## src/rtl/nway_wb_cache_pkg.sv

```systemverilog
// Shared definitions for the N-way write-back cache.
//   state_e  : miss-handling FSM states (IDLE, WB, FILL)
//   clog2w   : ceiling log2 used to size index, tag and age fields
//   sat_inc  : 32-bit saturating increment for the hit/miss counters
package cache_pkg;

  typedef enum logic [1:0] {
    IDLE = 2'b00,
    WB   = 2'b01,
    FILL = 2'b10
  } state_e;

  localparam logic [31:0] CNT_MAX = 32'hFFFF_FFFF;

  function automatic int clog2w(input int n);
    int r;
    r = 0;
    for (int i = 0; i < 31; i++) begin
      if ((1 << i) < n) r = i + 1;
    end
    return r;
  endfunction

  function automatic logic [31:0] sat_inc(input logic [31:0] v);
    if (v == CNT_MAX) return v;
    else return v + 32'd1;
  endfunction

endpackage

```

## src/rtl/nway_wb_cache_if.sv

```systemverilog
// CPU-side and memory-side bus of the cache.
//   slave  : the cache's view (takes CPU requests and memory responses)
//   master : the environment's view (CPU + backing memory)
// Signals: cpu_re/cpu_we/cpu_addr/cpu_wdata -> cpu_rdata/stall,
//          mem_req/mem_we/mem_addr/mem_wdata -> mem_rdata/mem_ack,
//          hit_cnt/miss_cnt statistics.
interface nway_wb_cache_if #(parameter int AW = 32);
  logic          cpu_re;
  logic          cpu_we;
  logic [AW-1:0] cpu_addr;
  logic [31:0]   cpu_wdata;
  logic [31:0]   cpu_rdata;
  logic          stall;
  logic          mem_req;
  logic          mem_we;
  logic [AW-1:0] mem_addr;
  logic [31:0]   mem_wdata;
  logic [31:0]   mem_rdata;
  logic          mem_ack;
  logic [31:0]   hit_cnt;
  logic [31:0]   miss_cnt;

  modport slave (
    input  cpu_re, cpu_we, cpu_addr, cpu_wdata, mem_rdata, mem_ack,
    output cpu_rdata, stall, mem_req, mem_we, mem_addr, mem_wdata, hit_cnt, miss_cnt
  );

  modport master (
    output cpu_re, cpu_we, cpu_addr, cpu_wdata, mem_rdata, mem_ack,
    input  cpu_rdata, stall, mem_req, mem_we, mem_addr, mem_wdata, hit_cnt, miss_cnt
  );
endinterface

```

## src/rtl/nway_wb_cache_lru_ctrl.sv

```systemverilog
// LRU age update and victim selection for one set (purely combinational).
//   ages_i   : current ages of the set, a permutation of 0..WAYS-1
//   valid_i  : valid bits of the set
//   way_i    : way being accessed (hit or fill)
//   ages_o   : ages after touching way_i
//   victim_o : lowest invalid way, else the way with the oldest age
module lru_ctrl
  import cache_pkg::*;
#(
  parameter int WAYS = 4,
  parameter int WW   = 2
) (
  input  logic [WAYS-1:0][WW-1:0] ages_i,
  input  logic [WAYS-1:0]         valid_i,
  input  logic [WW-1:0]           way_i,
  output logic [WAYS-1:0][WW-1:0] ages_o,
  output logic [WW-1:0]           victim_o
);

  // Victim: oldest way first, then overridden by the lowest-index invalid way.
  always_comb begin
    victim_o = '0;
    for (int i = 0; i < WAYS; i++) begin
      if (ages_i[i] == WW'(WAYS - 1)) victim_o = WW'(i);
      else victim_o = victim_o;
    end
    for (int i = WAYS - 1; i >= 0; i--) begin
      if (!valid_i[i]) victim_o = WW'(i);
      else victim_o = victim_o;
    end
  end

  // Touched way becomes youngest; ways younger than it age by one.
  always_comb begin
    ages_o = ages_i;
    for (int i = 0; i < WAYS; i++) begin
      if (WW'(i) == way_i) ages_o[i] = '0;
      else if (ages_i[i] < ages_i[way_i]) ages_o[i] = ages_i[i] + WW'(1);
      else ages_o[i] = ages_i[i];
    end
  end

endmodule

```

## src/rtl/nway_wb_cache.sv

```systemverilog
// N-way set-associative write-back, write-allocate cache, one word per line.
// Ports: clk, rst (async, active-high), bus (nway_wb_cache_if.slave).
// Hits complete combinationally in IDLE; misses go IDLE -> [WB] -> FILL -> IDLE
// and the held request then hits on the replay cycle (not counted as a hit).
module nway_wb_cache
  import cache_pkg::*;
#(
  parameter int WAYS = 4,
  parameter int SETS = 16,
  parameter int AW   = 32
) (
  input  logic            clk,
  input  logic            rst,
  nway_wb_cache_if.slave  bus
);

  localparam int WW   = clog2w(WAYS);
  localparam int IDXW = clog2w(SETS);
  localparam int TW   = AW - 2 - IDXW;

  state_e state_q, state_d;
  logic [SETS-1:0][WAYS-1:0]         valid_q, dirty_q;
  logic [SETS-1:0][WAYS-1:0][WW-1:0] age_q;
  logic [TW-1:0] tag_q  [SETS][WAYS];
  logic [31:0]   data_q [SETS][WAYS];
  logic [31:0]   hit_cnt_q, miss_cnt_q;
  logic          replay_q;

  logic [IDXW-1:0]         idx_s;
  logic [TW-1:0]           tag_s;
  logic                    req_s, hit_s, hit_done_s, fill_done_s;
  logic [WW-1:0]           hit_way_s, victim_s, access_way_s;
  logic [WAYS-1:0][WW-1:0] ages_nxt_s;

  assign idx_s        = bus.cpu_addr[2+IDXW-1:2];
  assign tag_s        = bus.cpu_addr[AW-1:2+IDXW];
  assign req_s        = bus.cpu_re | bus.cpu_we;
  assign hit_done_s   = (state_q == IDLE) && req_s && hit_s;
  assign fill_done_s  = (state_q == FILL) && bus.mem_ack;
  assign access_way_s = fill_done_s ? victim_s : hit_way_s;

  // Tag lookup across the ways of the indexed set.
  always_comb begin
    hit_s     = 1'b0;
    hit_way_s = '0;
    for (int w = 0; w < WAYS; w++) begin
      if (valid_q[idx_s][w] && (tag_q[idx_s][w] == tag_s)) begin
        hit_s     = 1'b1;
        hit_way_s = WW'(w);
      end else begin
        hit_s = hit_s;
      end
    end
  end

  lru_ctrl #(.WAYS(WAYS), .WW(WW)) u_lru (
    .ages_i   (age_q[idx_s]),
    .valid_i  (valid_q[idx_s]),
    .way_i    (access_way_s),
    .ages_o   (ages_nxt_s),
    .victim_o (victim_s)
  );

  // Next state and CPU/memory outputs.
  always_comb begin
    state_d       = state_q;
    bus.cpu_rdata = data_q[idx_s][hit_way_s];
    bus.stall     = 1'b0;
    bus.mem_req   = 1'b0;
    bus.mem_we    = 1'b0;
    bus.mem_addr  = {bus.cpu_addr[AW-1:2], 2'b00};
    bus.mem_wdata = data_q[idx_s][victim_s];
    case (state_q)
      IDLE: begin
        if (req_s && !hit_s) begin
          bus.stall = 1'b1;
          if (valid_q[idx_s][victim_s] && dirty_q[idx_s][victim_s]) state_d = WB;
          else state_d = FILL;
        end else begin
          state_d = IDLE;
        end
      end
      WB: begin
        bus.stall    = 1'b1;
        bus.mem_req  = 1'b1;
        bus.mem_we   = 1'b1;
        bus.mem_addr = {tag_q[idx_s][victim_s], idx_s, 2'b00};
        if (bus.mem_ack) state_d = FILL;
        else state_d = WB;
      end
      FILL: begin
        bus.stall   = 1'b1;
        bus.mem_req = 1'b1;
        if (bus.mem_ack) state_d = IDLE;
        else state_d = FILL;
      end
      default: begin
        state_d = IDLE;
      end
    endcase
  end

  // FSM, valid/dirty/age state and statistics counters.
  always_ff @(posedge clk or posedge rst) begin
    if (rst) begin
      state_q    <= IDLE;
      valid_q    <= '0;
      dirty_q    <= '0;
      hit_cnt_q  <= 32'd0;
      miss_cnt_q <= 32'd0;
      replay_q   <= 1'b0;
      for (int s = 0; s < SETS; s++)
        for (int w = 0; w < WAYS; w++)
          age_q[s][w] <= WW'(w);
    end else begin
      state_q  <= state_d;
      replay_q <= fill_done_s;
      if (hit_done_s || fill_done_s) age_q[idx_s] <= ages_nxt_s;
      if (fill_done_s) begin
        valid_q[idx_s][victim_s] <= 1'b1;
        dirty_q[idx_s][victim_s] <= bus.cpu_we;
        miss_cnt_q               <= sat_inc(miss_cnt_q);
      end else if (hit_done_s) begin
        if (bus.cpu_we) dirty_q[idx_s][hit_way_s] <= 1'b1;
        // The replay after a fill is the same access, already counted as a miss.
        if (!replay_q) hit_cnt_q <= sat_inc(hit_cnt_q);
      end
    end
  end

  // Tag and data arrays carry no reset; only valid bits qualify them.
  always_ff @(posedge clk) begin
    if (fill_done_s) begin
      tag_q[idx_s][victim_s]  <= tag_s;
      data_q[idx_s][victim_s] <= bus.cpu_we ? bus.cpu_wdata : bus.mem_rdata;
    end else if (hit_done_s && bus.cpu_we) begin
      data_q[idx_s][hit_way_s] <= bus.cpu_wdata;
    end
  end

  assign bus.hit_cnt  = hit_cnt_q;
  assign bus.miss_cnt = miss_cnt_q;

endmodule
```

## src/flat_wrapper.sv

```systemverilog
// flat-port wrapper written by rule: the top's interface ports become plain ports
module nway_wb_cache_flat import cache_pkg::*;
#(
  parameter int WAYS = 4,
  parameter int SETS = 16,
  parameter int AW   = 32
)
  (clk, rst, bus_cpu_re, bus_cpu_we, bus_cpu_addr, bus_cpu_wdata, bus_mem_rdata, bus_mem_ack, bus_cpu_rdata, bus_stall, bus_mem_req, bus_mem_we, bus_mem_addr, bus_mem_wdata, bus_hit_cnt, bus_miss_cnt);
  nway_wb_cache_if #(.AW(AW)) bus_i ();
  input  logic clk;
  input  logic rst;
  input wire logic [$bits(bus_i.cpu_re)-1:0] bus_cpu_re;
  input wire logic [$bits(bus_i.cpu_we)-1:0] bus_cpu_we;
  input wire logic [$bits(bus_i.cpu_addr)-1:0] bus_cpu_addr;
  input wire logic [$bits(bus_i.cpu_wdata)-1:0] bus_cpu_wdata;
  input wire logic [$bits(bus_i.mem_rdata)-1:0] bus_mem_rdata;
  input wire logic [$bits(bus_i.mem_ack)-1:0] bus_mem_ack;
  output wire logic [$bits(bus_i.cpu_rdata)-1:0] bus_cpu_rdata;
  output wire logic [$bits(bus_i.stall)-1:0] bus_stall;
  output wire logic [$bits(bus_i.mem_req)-1:0] bus_mem_req;
  output wire logic [$bits(bus_i.mem_we)-1:0] bus_mem_we;
  output wire logic [$bits(bus_i.mem_addr)-1:0] bus_mem_addr;
  output wire logic [$bits(bus_i.mem_wdata)-1:0] bus_mem_wdata;
  output wire logic [$bits(bus_i.hit_cnt)-1:0] bus_hit_cnt;
  output wire logic [$bits(bus_i.miss_cnt)-1:0] bus_miss_cnt;
  assign bus_i.cpu_re = bus_cpu_re;
  assign bus_i.cpu_we = bus_cpu_we;
  assign bus_i.cpu_addr = bus_cpu_addr;
  assign bus_i.cpu_wdata = bus_cpu_wdata;
  assign bus_i.mem_rdata = bus_mem_rdata;
  assign bus_i.mem_ack = bus_mem_ack;
  assign bus_cpu_rdata = bus_i.cpu_rdata;
  assign bus_stall = bus_i.stall;
  assign bus_mem_req = bus_i.mem_req;
  assign bus_mem_we = bus_i.mem_we;
  assign bus_mem_addr = bus_i.mem_addr;
  assign bus_mem_wdata = bus_i.mem_wdata;
  assign bus_hit_cnt = bus_i.hit_cnt;
  assign bus_miss_cnt = bus_i.miss_cnt;
  nway_wb_cache #(.WAYS(WAYS), .SETS(SETS), .AW(AW)) u_core (.clk(clk), .rst(rst), .bus(bus_i));
endmodule
```

## config.mk

```make
export PLATFORM = sky130hd
export DESIGN_NAME = nway_wb_cache_flat
export DESIGN_NICKNAME = d
export VERILOG_FILES = /design/src/rtl/nway_wb_cache_pkg.sv /design/src/rtl/nway_wb_cache_if.sv /design/src/rtl/nway_wb_cache_lru_ctrl.sv /design/src/rtl/nway_wb_cache.sv /design/src/flat_wrapper.sv
export SDC_FILE = /design/constraint.sdc
export NUM_CORES = 2
export LEC_CHECK = 0
export BUFFER_PORTS_ARGS = -buffer_cell sky130_fd_sc_hd__buf_2
export CAP_MARGIN = 20
export CORE_AREA = 4 4 528 530
export CTS_BUF_LIST = sky130_fd_sc_hd__clkbuf_4 sky130_fd_sc_hd__clkbuf_8
export DETAILED_ROUTE_END_ITERATION = 16
export DIE_AREA = 0 0 532 534
export PLACE_DENSITY = 0.76
export SLEW_MARGIN = 15
export SYNTH_ARGS = -nofsm -noshare
export SYNTH_HDL_FRONTEND = slang
export SYNTH_HIERARCHICAL = 1
export SYNTH_SLANG_ARGS = --single-unit
```

## constraint.sdc

```tcl
create_clock -name clk -period 14.5 [get_ports clk]
set_input_delay 2.175 -clock clk [delete_from_list [all_inputs] [get_ports clk]]
set_output_delay 2.175 -clock clk [all_outputs]
set_load 0.05 [all_outputs]
```

* Word level (Yosys, flattened, before mapping)
Memory sizes are Yosys's and may differ from the RTL's. Cells that the tools add are included. Widths: inputs -> output; s select.
Cells by class: add/subtract/negate cells 6, magnitude comparators 15, eq/ne operators 14, multiplexer cells 210, bitwise logic cells 137, reduce and logical (&&, ||, !) cells 25
Operators by type and width (number):
- $mux 128 | 2
- $mux 32 | 8
- $mux 64 | 3
- $mux 1 | 144
- $or 1x1->1 | 129
- $bmux 32 s2 | 2
- $bwmux 128 | 1
- $demux 32 s2 | 2
- $or 64x64->64 | 2
- $eq 26x26->1 | 4
- $mux 104 | 1
- $mux 26 | 3
- $add 32x1->32 const B | 2
- $bwmux 64 | 1
- $eq 32x32->1 const B | 2
- $bmux 26 s2 | 1
- $demux 26 s2 | 1
- $mux 2 | 22
- $bmux 4 s4 | 2
- $bmux 8 s4 | 1
- $demux 4 s4 | 2
- $demux 8 s4 | 1
- $mux 4 | 4
- $mux 8 | 2
- 27 further kinds | 65
Word-level totals: flip-flop bits (word level) 323, memory bits (writable) 3712, bits of input ports 101, output and inout bits 163, logic and storage cells 509, memories 2
Memories:
- u_core.data_q | words 16, width 128, read ports 1, clocked after memory_dff 0, write ports 1, RTL line nway_wb_cache.sv:25 | logic [31:0] data_q [SETS][WAYS];
- u_core.tag_q | words 16, width 104, read ports 1, clocked after memory_dff 0, write ports 1, RTL line nway_wb_cache.sv:24 | logic [TW-1:0] tag_q [SETS][WAYS];

* Logic depth before layout (Yosys ltp)
depth in word-level cells 18, mapped depth 34, depth with buffers taken out 17

* By module
Netlist, hierarchy kept.
Modules (own cells, without submodules):
- nway_wb_cache | instances 1, cells each 7878, area an instance 163095.2 µm², seq. area each 119629.7 µm²
- lru_ctrl | instances 1, cells each 63, area an instance 485.5 µm², seq. area each 0.0 µm²

* Least setup slack after synthesis
OpenSTA, ideal clock, no wires.
kind input port to output port, from input port bus_cpu_addr[2], to output port bus_mem_addr[28], arrival time 9092 ps, data required time 12325 ps, slack 3233 ps, stages on the path 26, path buffers 16, cell sequence buf_4 buf_6 buf_6 buf_6 buf_4 buf_4 buf_4 buf_2 clkbuf_1 buf_2 buf_2 buf_2 clkbuf_1 mux4_2 mux4_2 ha_1 nor2b_1 o21ai_0 a21boi_0 clkbuf_1 buf_1 clkbuf_1 nand2_1 o21ai_0 a21oi_1 o21ai_0
On the way: cells in the longest elaborated chain, start to end 15, elaborated cells between the ends (all ways) 20, those cells by class eq/ne: 3; mux: 15; bitwise: 1; memory: 1
Ends and longest elaborated chain:
- start, declared | RTL line flat_wrapper.sv:14 | input wire logic [$bits(bus_i.cpu_addr)-1:0] bus_cpu_addr;
- $bmux 8 s4 | RTL line nway_wb_cache.sv:57 | .ages_i (age_q[idx_s]),
- $mux 8 (not written as such) | RTL line nway_wb_cache.sv:57
- $eq 2x2->1 | RTL line nway_wb_cache_lru_ctrl.sv:24 | if (ages_i[i] == WW'(WAYS - 1)) victim_o = WW'(i);
- $mux 1 | RTL line nway_wb_cache_lru_ctrl.sv:24
- $mux 2 (2 in a row) | RTL line nway_wb_cache_lru_ctrl.sv:24
- $mux 2 (3 in a row) | RTL line nway_wb_cache_lru_ctrl.sv:28 | if (!valid_i[i]) victim_o = WW'(i);
- $mux 2 * | RTL line nway_wb_cache_lru_ctrl.sv:28
- net u_core.victim_s[0] | RTL line nway_wb_cache.sv:32 | logic [WW-1:0] hit_way_s, victim_s, access_way_s;
- $not 2->3 (not written as such) * | RTL line nway_wb_cache.sv:87 | bus.mem_addr = {tag_q[idx_s][victim_s], idx_s, 2'b00};
- $bmux 26 s2 * | RTL line nway_wb_cache.sv:87
- $mux 26 (not written as such) * (2 in a row) | RTL line nway_wb_cache.sv:87
- $mux 32 * | RTL line nway_wb_cache.sv:73 | case (state_q)
- end, declared | RTL line flat_wrapper.sv:22 | output wire logic [$bits(bus_i.mem_addr)-1:0] bus_mem_addr;
The timed path passes the listed nets; every way through them passes the cells marked *. The select of a mux whose other input is x is not followed.

* Final worst setup path
from input port bus_cpu_addr[2], to output port bus_cpu_rdata[31]
On the way: cells in the longest elaborated chain, start to end 10, elaborated cells between the ends (all ways) 17, those cells by class eq/ne: 3; mux: 8; bitwise: 1; reduce/logical: 3; memory: 2
Ends and longest elaborated chain:
- $mem_v2 16x104 / $bmux 4 s4 (equally long branches)
- $eq 26x26->1 / $mux 4 (equally long branches) | RTL line nway_wb_cache.sv:47 | if (valid_q[idx_s][w] && (tag_q[idx_s][w] == tag_s)) begin
- $logic_and 1x1->1 | RTL line nway_wb_cache.sv:47
- $mux 1 | RTL line nway_wb_cache.sv:47
- $mux 2 (2 in a row) | RTL line nway_wb_cache.sv:47
- $not 2->3 (not written as such) | RTL line nway_wb_cache.sv:67 | bus.cpu_rdata = data_q[idx_s][hit_way_s];
- $bmux 32 s2 * | RTL line nway_wb_cache.sv:67
- $mux 32 (not written as such) * (2 in a row) | RTL line nway_wb_cache.sv:67
- end, declared | RTL line flat_wrapper.sv:18 | output wire logic [$bits(bus_i.cpu_rdata)-1:0] bus_cpu_rdata;
Every way passes the cells marked *; elsewhere a longest branch is shown, timed or not. The select of a mux whose other input is x is not followed.

==> run summary <==
For the number of antenna violations at the first check in global routing, the log shows 46. Clock tree synthesis selected as its root buffer the cell clkbuf_8. The final standard cell area without fillers came out at 183,100 um2.

The worst hold slack is 0.4616 ns, and the setup total negative slack is 0 ns. The die span in y was 534 um. Startpoint type of the worst setup path: an input port.

The worst setup path is of the in2out kind. The maximum net fanout on the critical path works out to 73. Routability congestion estimate from global placement: 0.9606.

The logs give 3.423 ns for the setup slack after layout and 0 for the count of endpoints failing hold in the final timing report. The leading cell type in the layout, fill and taps excluded is edfxtp_1. The final layout contains 8,722 nets. The horizontal die dimension was 532 um. Setup repair after global routing left no endpoint under its margin. The overall power consumption came out at 25.19 mW. The share of the yosys chip area belonging to registers was 73.13%; the number of cells in the design after placement was 11,560. The average footprint of a synthesized cell was 20.60 um2. The final core utilization came out at 66.96%.

At the later pin of the worst-skew pair, clock insertion delay measures 1.24 ns. The run finished with clean final reports. TritonCTS created 630 clock buffers. Max-cap violations in this run came to 0. The wire length of the first global-routing pass was 633,800 um. The min-delay analysis places its worst path in the category reg2reg.

Counting flops with a built-in enable in the synthesized netlist gives 3,712. First element of the critical path: bus_cpu_addr[2]. Counting flops with an async set or reset pin after synthesis yields a share of 8.005%. The count of buffers from port buffering came out at 259. Buffers added to address setup during post-CTS repair amount to 0.

The core region is 273,400 um2. The upper clock frequency limit is 90.28 MHz. The relative area change from synthesis to final layout was 11.90%. The worst setup path is captured at an output pin. The leakage power summed over all cells was 60.83 nW; the via count of the first global-routing pass was 88,010. Counting I/O delays and the setup requirement, the final critical path takes 11.08 ns.

The tools report the final instance count without filler cells as 12,720. In this run the tightest slew margin relative to its limit is 19.50%. The floorplan step defined a die boundary enclosing 284,100 um2. The top flip-flop cell by instance count after synthesis was edfxtp_1.

The summed instance area of the synthesized netlist is 163,600 um2, and the final wirelength is 447,500 um. During I/O placement, the number of pins put on the boundary was 264. In the final routed layout, each cell accounts on average for 35.17 um. The count of state elements after synthesis is 4,035. The tools report the residual overflow from global routing as 0. For this configuration, the core starts out at a cell density of 59.84%. The first detailed-routing pass took 12 iterations. During synthesis, Yosys emitted a total of 6 warnings. The logs give 3.667 ns for the placement-stage worst setup slack and 0 for the post-cts sizing count. The clock input transition at the sequential cells of the worst setup and hold paths is 0.06 ns, and the portion of the clock cycle consumed by the worst path in the final layout is 76.39%.

In this run the power density over the cells is 137.6 nW/um2. The worst hold path begins at u_core/valid_q[41]. TritonCTS built the clock tree. In the routed design, unresolved DRC markers number 0.

Once placement finished, the instance area stood at 170,300 um2. The origin of the critical flop-to-flop path was u_core/tag_q[14][55]. The largest net degree at the start of global routing was 145. Leaving out fill and tap cells, the most frequent cells in the layout are 3,712 x edfxtp_1, 1,098 x mux4_2, 652 x clkbuf_8, 318 x mux2_2, 296 x mux2i_1. After clock tree synthesis, the flow added hold-fix buffers numbering 0. The via total after detailed routing was 87,090. Setup violations remaining at the end of the flow were counted as 0. At the pin with the least slew margin, the transition time is 1.206 ns. The worst-case IR drop observed on VDD is 0.1610 mV.

The tools report the number of pins with negative max-slew slack in the final report as 0. In the global route stage, overall resource usage came out at 31.36%. The floorplan has 192 rows.

For the number of design-rule violations left by the first detailed-router iteration, the log shows 12,630. In this run the deepest clock path goes through 4 buffers. The clock arrives with 0.09575 ns of skew. The post-route netlist has 35.56% of its cells at a drive strength greater than 1. The required arrival time at the worst endpoint came out at 12.32 ns. The run gives 92 as the count of distinct cell types in the synthesized netlist.

The remaining number of nets flagged by the antenna check after routing is 0, and the number of H-tree levels is 6. Total clock sinks: 4,035. The detailed-route vias per instance was 6.846; the estimated wirelength of the detail-placed design was 259,000 um. For the worst setup path, the data arrival time is 8.90 ns. The run gives 7,941 as the number of cells produced by synthesis.
-- per-layer routing --
metal  share of wire [%]  vias to the layer above  GRT usage (%)  routed length [um]
met2                  47                     6229          48.82              211500
met3                  12                     1311          8.839               54500
met5               0.059                        -         0.1332                 262
met1                  34                    45270          40.36              151200
met4                 6.7                       32          17.65               30060
li1                    -                    34250              -                   -
-- cell families after synthesis --
family / Yosys count / share of synthesized area (%)
AO/OA/AOI/OAI: 545 / 2.262
XOR/XNOR: 188 / 1.007
adder cells (fa/ha/maj): 13 / 0.09944
buffers and inverters: 530 / 1.528
flip-flops: 4035 / 73.13
multiplexers: 1724 / 19.27
other: 1 / 0.002292
AND/OR/NAND/NOR: 905 / 2.695
-- flip-flops by register name (all words and copies together), names as in the netlist --
signal	flops
u_core/replay_q	1
u_core/bus.miss_cnt	32
u_core/bus.hit_cnt	32
u_core/state_q	2
u_core/tag_q	1664
u_core/data_q	2048
u_core/dirty_q	64
u_core/valid_q	64
u_core/age_q	128
-- final cells by class --
cell class	instances	area, um2
timing repair buffer	511	3672
clock inverter	265	1856
sequential	4035	119600
fill	16860	90330
tap	3589	4491
antenna	27	67.56
clock buffer	864	10570
multi-input combinational	3377	42550
inverter	53	220.2
-- synthesized netlist by cell type (33+ instances only) --
master | instances | area share (%)
a21oi_1 | 63 | 0.19
mux2_2 | 318 | 2.2
or2_2 | 70 | 0.27
and3_1 | 37 | 0.14
buf_4 | 46 | 0.21
inv_1 | 40 | 0.092
dfstp_2 | 64 | 1.0
clkbuf_1 | 256 | 0.59
dfrtp_1 | 259 | 4.0
nor2b_1 | 33 | 0.13
a22oi_1 | 84 | 0.39
o22ai_1 | 40 | 0.15
nand2_1 | 292 | 0.67
mux4_2 | 1098 | 15
nor2_1 | 233 | 0.53
buf_1 | 84 | 0.19
edfxtp_1 | 3712 | 68
nand3_1 | 76 | 0.23
o21ai_0 | 152 | 0.47
xnor2_1 | 144 | 0.77
xor2_1 | 44 | 0.24
buf_2 | 57 | 0.17
mux2i_1 | 298 | 1.8
-- power breakdown --
part           switching, mW  internal, mW  total [mW]
registers             0.0800          13.0        13.0
logic                   1.87         0.832        2.70
clock network           4.43          5.02        9.45
total                   6.38          18.8        25.2
-- worst max-delay path, cell delays in order --
cell and delay [ns]:
buf_12 0.36, buf_4 0.71, nor2b_2 0.98, buf_4 0.38, a221oi_1 0.18, a21oi_1 0.18, o211a_1 0.34, xnor2_1 0.13
or3b_2 0.51, or4b_2 1.08, and3_1 0.77, nand2_1 0.21, o211ai_1 0.33, buf_2 0.35
-- final timing paths --
path / to / slack (ns) / cells after the start
worst max-delay path: bus_cpu_rdata[31] / 3.42 / 14
worst min-delay path: u_core/valid_q[41] / 0.46 / 1
worst max register to register: u_core/age_q[5] / 7.27 / 18
worst min register to register: u_core/valid_q[41] / 0.46 / 1
max in group asynchronous: u_core/valid_q[1] / 10.81 / 4
min in group asynchronous: u_core/valid_q[56] / 1.13 / 2
(Power assumes the default switching activity.)
